==> config.mk <==
export PLATFORM = sky130hd
export DESIGN_NAME = instr_loader
export DESIGN_NICKNAME = d
export VERILOG_FILES = /design/src/rtl/instr_loader.sv
export SDC_FILE = /design/constraint.sdc
export NUM_CORES = 1
export LEC_CHECK = 0
export ABC_CLOCK_PERIOD_IN_PS = 2400
export CAP_MARGIN = 5
export CORE_MARGIN = 5
export CORE_UTILIZATION = 49
export DETAILED_ROUTE_END_ITERATION = 10
export GPL_ROUTABILITY_DRIVEN = 0
export PLACE_DENSITY = 0.8
export SLEW_MARGIN = 20
export SYNTH_ARGS = -nofsm -noshare
export SYNTH_HDL_FRONTEND = slang
export SYNTH_SLANG_ARGS = --single-unit
==> constraint.sdc <==
create_clock -name clk -period 2.4 [get_ports clk]
set_input_delay 0.36 -clock clk [delete_from_list [all_inputs] [get_ports clk]]
set_output_delay 0.36 -clock clk [all_outputs]
set_load 0.005 [all_outputs]
==> src/rtl/instr_loader.sv <==
// Boot-time program loader: frames a byte stream (count, LE payload, XOR checksum) into
// instruction-memory writes and releases the fetch stage once the program is verified.
module instr_loader #(
  parameter int unsigned ADDR_WIDTH = 10
) (
  input  logic                  clk,
  input  logic                  rst,
  input  logic [7:0]            byte_data,
  input  logic                  byte_valid,
  output logic                  byte_ready,
  input  logic                  reload,
  output logic [ADDR_WIDTH-1:0] imem_addr,
  output logic [31:0]           imem_data,
  output logic                  imem_wren,
  output logic                  start,
  output logic                  busy,
  output logic                  error,
  output logic [15:0]           words_loaded
);

  localparam logic [16:0] Capacity = 17'(2 ** ADDR_WIDTH);

  typedef enum logic [2:0] {
    StHdrLo,
    StHdrHi,
    StPayload,
    StCheck,
    StDone,
    StError
  } state_e;

  state_e state_q, state_d;

  logic [15:0]           count_q;
  logic [15:0]           words_q;
  logic [7:0]            csum_q;
  logic [1:0]            idx_q;
  logic [31:0]           buf_q;
  logic [ADDR_WIDTH-1:0] imem_addr_q;
  logic [31:0]           imem_data_q;
  logic                  imem_wren_q;

  logic        accept;
  logic        last_byte;
  logic        restart;
  logic [15:0] count_full;
  logic [15:0] words_inc;

  assign accept     = byte_valid && byte_ready;
  assign last_byte  = (idx_q == 2'd3);
  assign restart    = ((state_q == StDone) || (state_q == StError)) && reload;
  assign count_full = {byte_data, count_q[7:0]};
  assign words_inc  = words_q + 16'd1;

  always_ff @(posedge clk or negedge rst) begin
    if (!rst) begin
      state_q <= StHdrLo;
    end else begin
      state_q <= state_d;
    end
  end

  always_comb begin
    state_d = state_q;
    unique case (state_q)
      StHdrLo: begin
        if (accept) state_d = StHdrHi;
      end
      StHdrHi: begin
        if (accept) begin
          if ({1'b0, count_full} > Capacity) begin
            state_d = StError;
          end else if (count_full == 16'd0) begin
            state_d = StCheck;
          end else begin
            state_d = StPayload;
          end
        end
      end
      StPayload: begin
        if (accept && last_byte && (words_inc == count_q)) state_d = StCheck;
      end
      StCheck: begin
        if (accept) state_d = (byte_data == csum_q) ? StDone : StError;
      end
      StDone, StError: begin
        if (reload) state_d = StHdrLo;
      end
      default: state_d = StHdrLo;
    endcase
  end

  always_comb begin
    byte_ready = 1'b0;
    busy       = 1'b0;
    start      = 1'b0;
    error      = 1'b0;
    unique case (state_q)
      StHdrLo:                    byte_ready = 1'b1;
      StHdrHi, StPayload, StCheck: begin
        byte_ready = 1'b1;
        busy       = 1'b1;
      end
      StDone:                     start = 1'b1;
      StError:                    error = 1'b1;
      default:                    byte_ready = 1'b0;
    endcase
  end

  always_ff @(posedge clk or negedge rst) begin
    if (!rst) begin
      count_q     <= '0;
      words_q     <= '0;
      csum_q      <= '0;
      idx_q       <= '0;
      buf_q       <= '0;
      imem_addr_q <= '0;
      imem_data_q <= '0;
      imem_wren_q <= 1'b0;
    end else begin
      imem_wren_q <= 1'b0;
      if (restart) begin
        words_q <= '0;
        csum_q  <= '0;
        idx_q   <= '0;
      end
      if (accept) begin
        unique case (state_q)
          StHdrLo: count_q[7:0]  <= byte_data;
          StHdrHi: count_q[15:8] <= byte_data;
          StPayload: begin
            csum_q <= csum_q ^ byte_data;
            idx_q  <= idx_q + 2'd1;
            buf_q[{idx_q, 3'b000} +: 8] <= byte_data;
            // Byte 3 completes the word: write it straight from the bus plus the held bytes.
            if (last_byte) begin
              imem_wren_q <= 1'b1;
              imem_addr_q <= words_q[ADDR_WIDTH-1:0];
              imem_data_q <= {byte_data, buf_q[23:0]};
              words_q     <= words_inc;
            end
          end
          default: ;
        endcase
      end
    end
  end

  assign imem_addr    = imem_addr_q;
  assign imem_data    = imem_data_q;
  assign imem_wren    = imem_wren_q;
  assign words_loaded = words_q;

endmodule

**Word-level counts from Yosys, hierarchy flattened**

Cells that the tools add are included.

- Bits in registers: 120
- Input bits: 12
- Output and inout bits: 63
- Word-level logic and storage cells: 72

- $add $sub $neg: 3
- $lt $le $gt $ge: 1
- Eq/ne operators: 13
- Shift-type cells: 2
- Multiplexer cells: 27
- Bitwise gates (word level): 1
- Reductions and logical operators: 15

Operators with widths:

| kind | count |
|---|---|
| $mux W16 | 4 |
| $bwmux W32 | 1 |
| $shift A8 B7 Y32 const A | 1 |
| $shiftx A8 B7 Y32 | 1 |
| $mux W8 | 3 |
| $mux W3 | 6 |
| $add A16 B1 Y16 const B | 1 |
| $eq A16 B16 Y1 | 1 |
| $gt A16 B11 Y1 const B | 1 |
| $logic_not A16 Y1 | 1 |
| $pmux W3 S5 | 1 |
| $ne A2 B2 Y1 const B | 5 |
| $mux W1 | 9 |
| $eq A8 B8 Y1 | 1 |
| $xor A8 B8 Y8 | 1 |
| $neg A5 Y7 | 1 |
| $eq A3 B2 Y1 const B | 2 |
| $eq A3 B3 Y1 const B | 2 |
| $mux W2 | 3 |
| $reduce_and A2 Y1 | 3 |
| $reduce_and A5 Y1 | 1 |
| $logic_and A1 B1 Y1 | 4 |
| $reduce_or A4 Y1 | 1 |
| $eq A3 B1 Y1 const B | 1 |
| other kinds (7) | 7 |

**Depth between registers and ports, before layout**

- Word-level depth: 8
- Mapped depth: 9
- Depth with buffers taken out: 7

**Least setup slack after synthesis**

OpenSTA, ideal clock, no wires.

- Path type: register to register
- From: register words_q[0], in the netlist words_loaded[0]
- To: register state_q[0]
- Library setup time: 0.077 ns
- Data arrival time: 2.021 ns
- Data required time: 2.323 ns
- Path slack: 0.301 ns
- Stages on the path, launching flop included: 8
- Cells stage by stage: dfrtp_1 ha_1 nand3_2 nor3_1 xor2_1 a2111oi_0 nand4_1 a21oi_1

- Longest elaborated chain between the ends: 5

RTL lines:

| what | RTL line | source |
|---|---|---|
| from (decl) | 35 | `logic [15:0] words_q;` |
| from (signal assigned) | 140 | `words_q <= words_inc;` |
| $add A16 B1 Y16 | 53 | `assign words_inc = words_q + 16'd1;` |
| $eq A16 B16 Y1 | 81 | `if (accept && last_byte && (words_inc == count_q)) state_d = StCheck;` |
| $logic_and A1 B1 Y1 | 81 |  |
| $ne A2 B2 Y1 (no line) | - |  |
| $reduce_and A5 Y1 (no line) | - |  |
| to (signal assigned) | 57 | `state_q <= StHdrLo;` |
| to (signal assigned) | 59 | `state_q <= state_d;` |
| to (decl) | 32 | `state_e state_q, state_d;` |

Every way passes these cells.
A chain may end at the register's enable or synchronous reset.

**Final worst setup path**

- From: register state_q[2]
- To: output port error

- Longest elaborated chain between the ends: 2

RTL lines:

| what | RTL line | source |
|---|---|---|
| $eq A3 B3 Y1 | 98 | `unique case (state_q)` |
| $mux W1 | 98 |  |
| to (decl) | 17 | `output logic error,` |

Every way passes these cells.

==> flow_summary.rst <==
.. list-table::
   :header-rows: 1

   * - Metric
     - Value
   * - Outcome
     - completed
   * - All-Layer GR Usage
     - a little over a fifth
   * - DP Worst Slack
     - -20.8 ps
   * - Share of the cycle needed by the critical path after routing
     - between 90% and 100%
   * - Crit path DAT
     - slightly below 2000 ps
   * - CTS max path bufs
     - 2
   * - Post-layout minimum cycle time
     - ~2300 ps
   * - Combined area of the multi-input logic cells
     - approximately 2400 um2
   * - Launching element type of the critical path
     - flip-flop
   * - Library cell used as clock root buffer
     - sky130_fd_sc_hd__clkbuf_8
   * - Die extent in y
     - roughly 110 um
   * - Critical path class
     - reg -> out
   * - Number of global-route vias before repair
     - around 4500
   * - Hold violation count in the final report
     - 0
   * - Sequential fraction of the synthesis area
     - 52.2%
   * - Drt initial violations
     - approximately 280
   * - DRC viols
     - 0
   * - Vias after detailed routing
     - 4513
   * - Slew at the pin closest to its max-slew limit
     - between 1000 and 1500 ps
   * - Leading cell types in the layout, fill and taps excluded
     - sky130_fd_sc_hd__nand2_1, sky130_fd_sc_hd__dfrtp_1, sky130_fd_sc_hd__clkdlybuf4s50_1, sky130_fd_sc_hd__o21ai_0, sky130_fd_sc_hd__buf_4
   * - Slowest cell on crit path
     - sky130_fd_sc_hd__dfrtp_1
   * - First-pass GRT wire length
     - about 22000 um
   * - Maximum net fanout on the critical path
     - 10
   * - Setup-violating endpoint count in the final report
     - 0
   * - Largest delay share family, worst path
     - flip-flops
   * - Number of detailed-route iterations in the first pass
     - 5
   * - Worst max-slew margin expressed relative to the limit
     - 29.6%
   * - Detailed Place HPWL
     - 9340 um
   * - Fill cell total of the finished layout
     - approximately 900
   * - Critical Path Sink Type
     - output port
   * - Primary FF master, synth
     - sky130_fd_sc_hd__dfrtp_1
   * - Worst hold slack
     - about 480 ps
   * - Register area
     - ~2800 um2
   * - Routed length per placed instance
     - about 16 um
   * - Power per standard cell area
     - 647 nW/um2
   * - Max capacitance violation total
     - 0
   * - Setup fix buffers added after clock tree synthesis
     - 0
   * - Antenna viol nets, final
     - 0
   * - Layout Utilization
     - 61.3%
   * - Post-synthesis sequential element count
     - approximately 110
   * - CTS sink count
     - 112
   * - Area of placed instances
     - 6400 um2
   * - Std cell rows
     - 38
   * - Via density per instance
     - approximately 5.5
   * - Area of the core region
     - around 11000 um2
   * - Post-layout net count
     - slightly below 700
   * - Cell chain of the critical path
     - nor2b_1, and2_1, clkdlybuf4s50_1
   * - Area growth from synthesis to layout
     - 23.2%
   * - Count of input and output buffers
     - 74
   * - CP peak stage delay
     - between 500 and 600 ps
   * - Starting Density
     - 49.8%
   * - Max H-tree Level
     - 3
   * - Die outline width
     - around 110 um
   * - Count of flip-flops with a built-in enable after synthesis
     - 0
   * - Kind of path behind the tightest hold check
     - reg -> reg
   * - RSZ-0062 raised after global routing
     - yes
   * - Number of different library cells in the post-synthesis netlist
     - 55
   * - Diode count
     - 0
   * - Data required, critical path
     - between 2000 and 2500 ps
   * - Cell area after synthesis
     - roughly 5400 um2
   * - TritonCTS buffer count
     - 9
   * - Die footprint
     - roughly 13000 um2
   * - Worst path bufs/invs
     - 1
   * - Total congestion overflow
     - 0
   * - Syn Nets
     - just over 600
   * - Post-route clock skew
     - just under 10 ps
   * - Clock latency of the later-clocked register in the worst-skew pair
     - between 300 and 400 ps
   * - Area of all placed cells without fillers
     - 6620 um2
   * - Worst VDD drop
     - between 0.3 and 0.4 mV
   * - TritonCTS clock tree
     - done
   * - Yosys synthesis warning count
     - 0
   * - Maximum clock frequency
     - around 440 MHz
   * - Pleak
     - approximately 0.0030 uW
   * - Ports
     - 75
   * - Smallest setup slack after layout
     - 114 ps
   * - Leading cell type in the layout, fill and taps excluded
     - sky130_fd_sc_hd__nand2_1
   * - Antenna violations before repair
     - 0
   * - Clock transition time at the flip-flop clock pins of the worst setup and hold paths
     - about 100 ps
   * - Mean post-synth cell area
     - 9.04 um2
   * - Detailed-route wire length
     - 13100 um
   * - Pin count of the biggest net entering global routing
     - 65
   * - Async set-reset flop share out of synthesis
     - 100%
   * - Number of max-slew violations in the final report
     - 0
   * - Gate count of the mapped netlist
     - between 500 and 600
   * - Total Negative Setup Slacks
     - 0 ps
   * - Share of layout cells above drive strength 1
     - between 10 and 15%
==> where the power goes <==
| part | leakage (uW) | internal (uW) | switching, uW |
|---|---|---|---|
| sequential | 0.00153 | 2050 | 174 |
| clock | 0.000102 | 579 | 610 |
| combinational | 0.00138 | 439 | 428 |
| total | 0.00301 | 3070 | 1210 |
==> metrics by stage <==
stage / std cells / total power (uW)
floorplan: 594 / 2800
global placement: 805 / 3080
detailed placement: 805 / 3120
CTS: 820 / 4300
global route: 820 / 4490
finish: 820 / 4280
==> worst min-delay path: stages, from the launching register on <==
cell	delay [ps]
sky130_fd_sc_hd__dfrtp_1	350
sky130_fd_sc_hd__nand2_1	50
sky130_fd_sc_hd__nand2_1	50
==> path summary, 6_finish.rpt <==
| kind | from | slack, ps | cells past startpoint | to |
|---|---|---|---|---|
| max | state_q[2] | 110 | 3 | error |
| min in group asynchronous | rst | 540 | 2 | imem_data[29] |
| max reg2reg | state_q[2] | 170 | 6 | words_loaded[15] |
| min reg2reg | buf_q[9] | 480 | 2 | imem_data[9] |
| max in group asynchronous | rst | 1240 | 3 | imem_addr[3] |
| min | buf_q[9] | 480 | 2 | imem_data[9] |
==> registers in the layout, summed over array words and instances (netlist names) <==
| signal | count |
|---|---|
| buf_q | 24 |
| imem_addr | 10 |
| imem_wren | 1 |
| idx_q | 2 |
| state_q | 3 |
| count_q | 16 |
| imem_data | 32 |
| words_loaded | 16 |
| csum_q | 8 |
==> layer usage <==
metal	vias to the layer above	track usage, %	part of all wire [%]
met5	-	0	0
met3	21	3.54	5.9
met2	155	33.2	49
li1	2146	-	-
met1	2191	28.4	43
met4	0	8.79	1.9
==> cell families (layout without fill, tap and decap cells) <==
kind of cell / Yosys count / in the layout / synth area share (%)
adders and majority gates: 6 / 6 / 1.40
DFF: 112 / 112 / 52.2
and+or+nand+nor: 292 / 292 / 24.1
AOI/OAI and AO/OA: 99 / 99 / 11.7
xor gates and xnor gates: 21 / 21 / 3.42
buffers and inverters: 49 / 135 / 3.96
muxes: 15 / 15 / 3.15
==> cells in the mapped netlist, types with 8 or more instances <==
cell type	n	area [um2]
sky130_fd_sc_hd__nor2b_1	15	93.8
sky130_fd_sc_hd__mux2_2	15	169
sky130_fd_sc_hd__o21ai_0	58	290
sky130_fd_sc_hd__nor4_1	8	50.1
sky130_fd_sc_hd__xnor2_1	11	96.3
sky130_fd_sc_hd__nor2_1	20	75.1
sky130_fd_sc_hd__nand2_1	208	781
sky130_fd_sc_hd__clkbuf_1	14	52.6
sky130_fd_sc_hd__dfrtp_1	112	2800
sky130_fd_sc_hd__xor2_1	10	87.6
sky130_fd_sc_hd__inv_1	11	41.3
sky130_fd_sc_hd__o31ai_1	8	60.1
sky130_fd_sc_hd__buf_2	16	80.1
==> repair_timing <==
item / in CTS / in global routing
hold buffers: 1 / 0
resized for setup: 0 / 1
hold endpoints to repair: 31 / 0
setup endpoints to repair: 0 / 4
==> layout make-up <==
cell class | count | area share (%)
clock buffer | 9 | 1.87
clock inverter | 5 | 1.23
inverter | 12 | 0.681
multi-input combinational | 433 | 35.7
sequential | 112 | 42.4
tap | 140 | 2.65
timing repair buffer | 109 | 15.5
(Power assumes the default switching activity.)
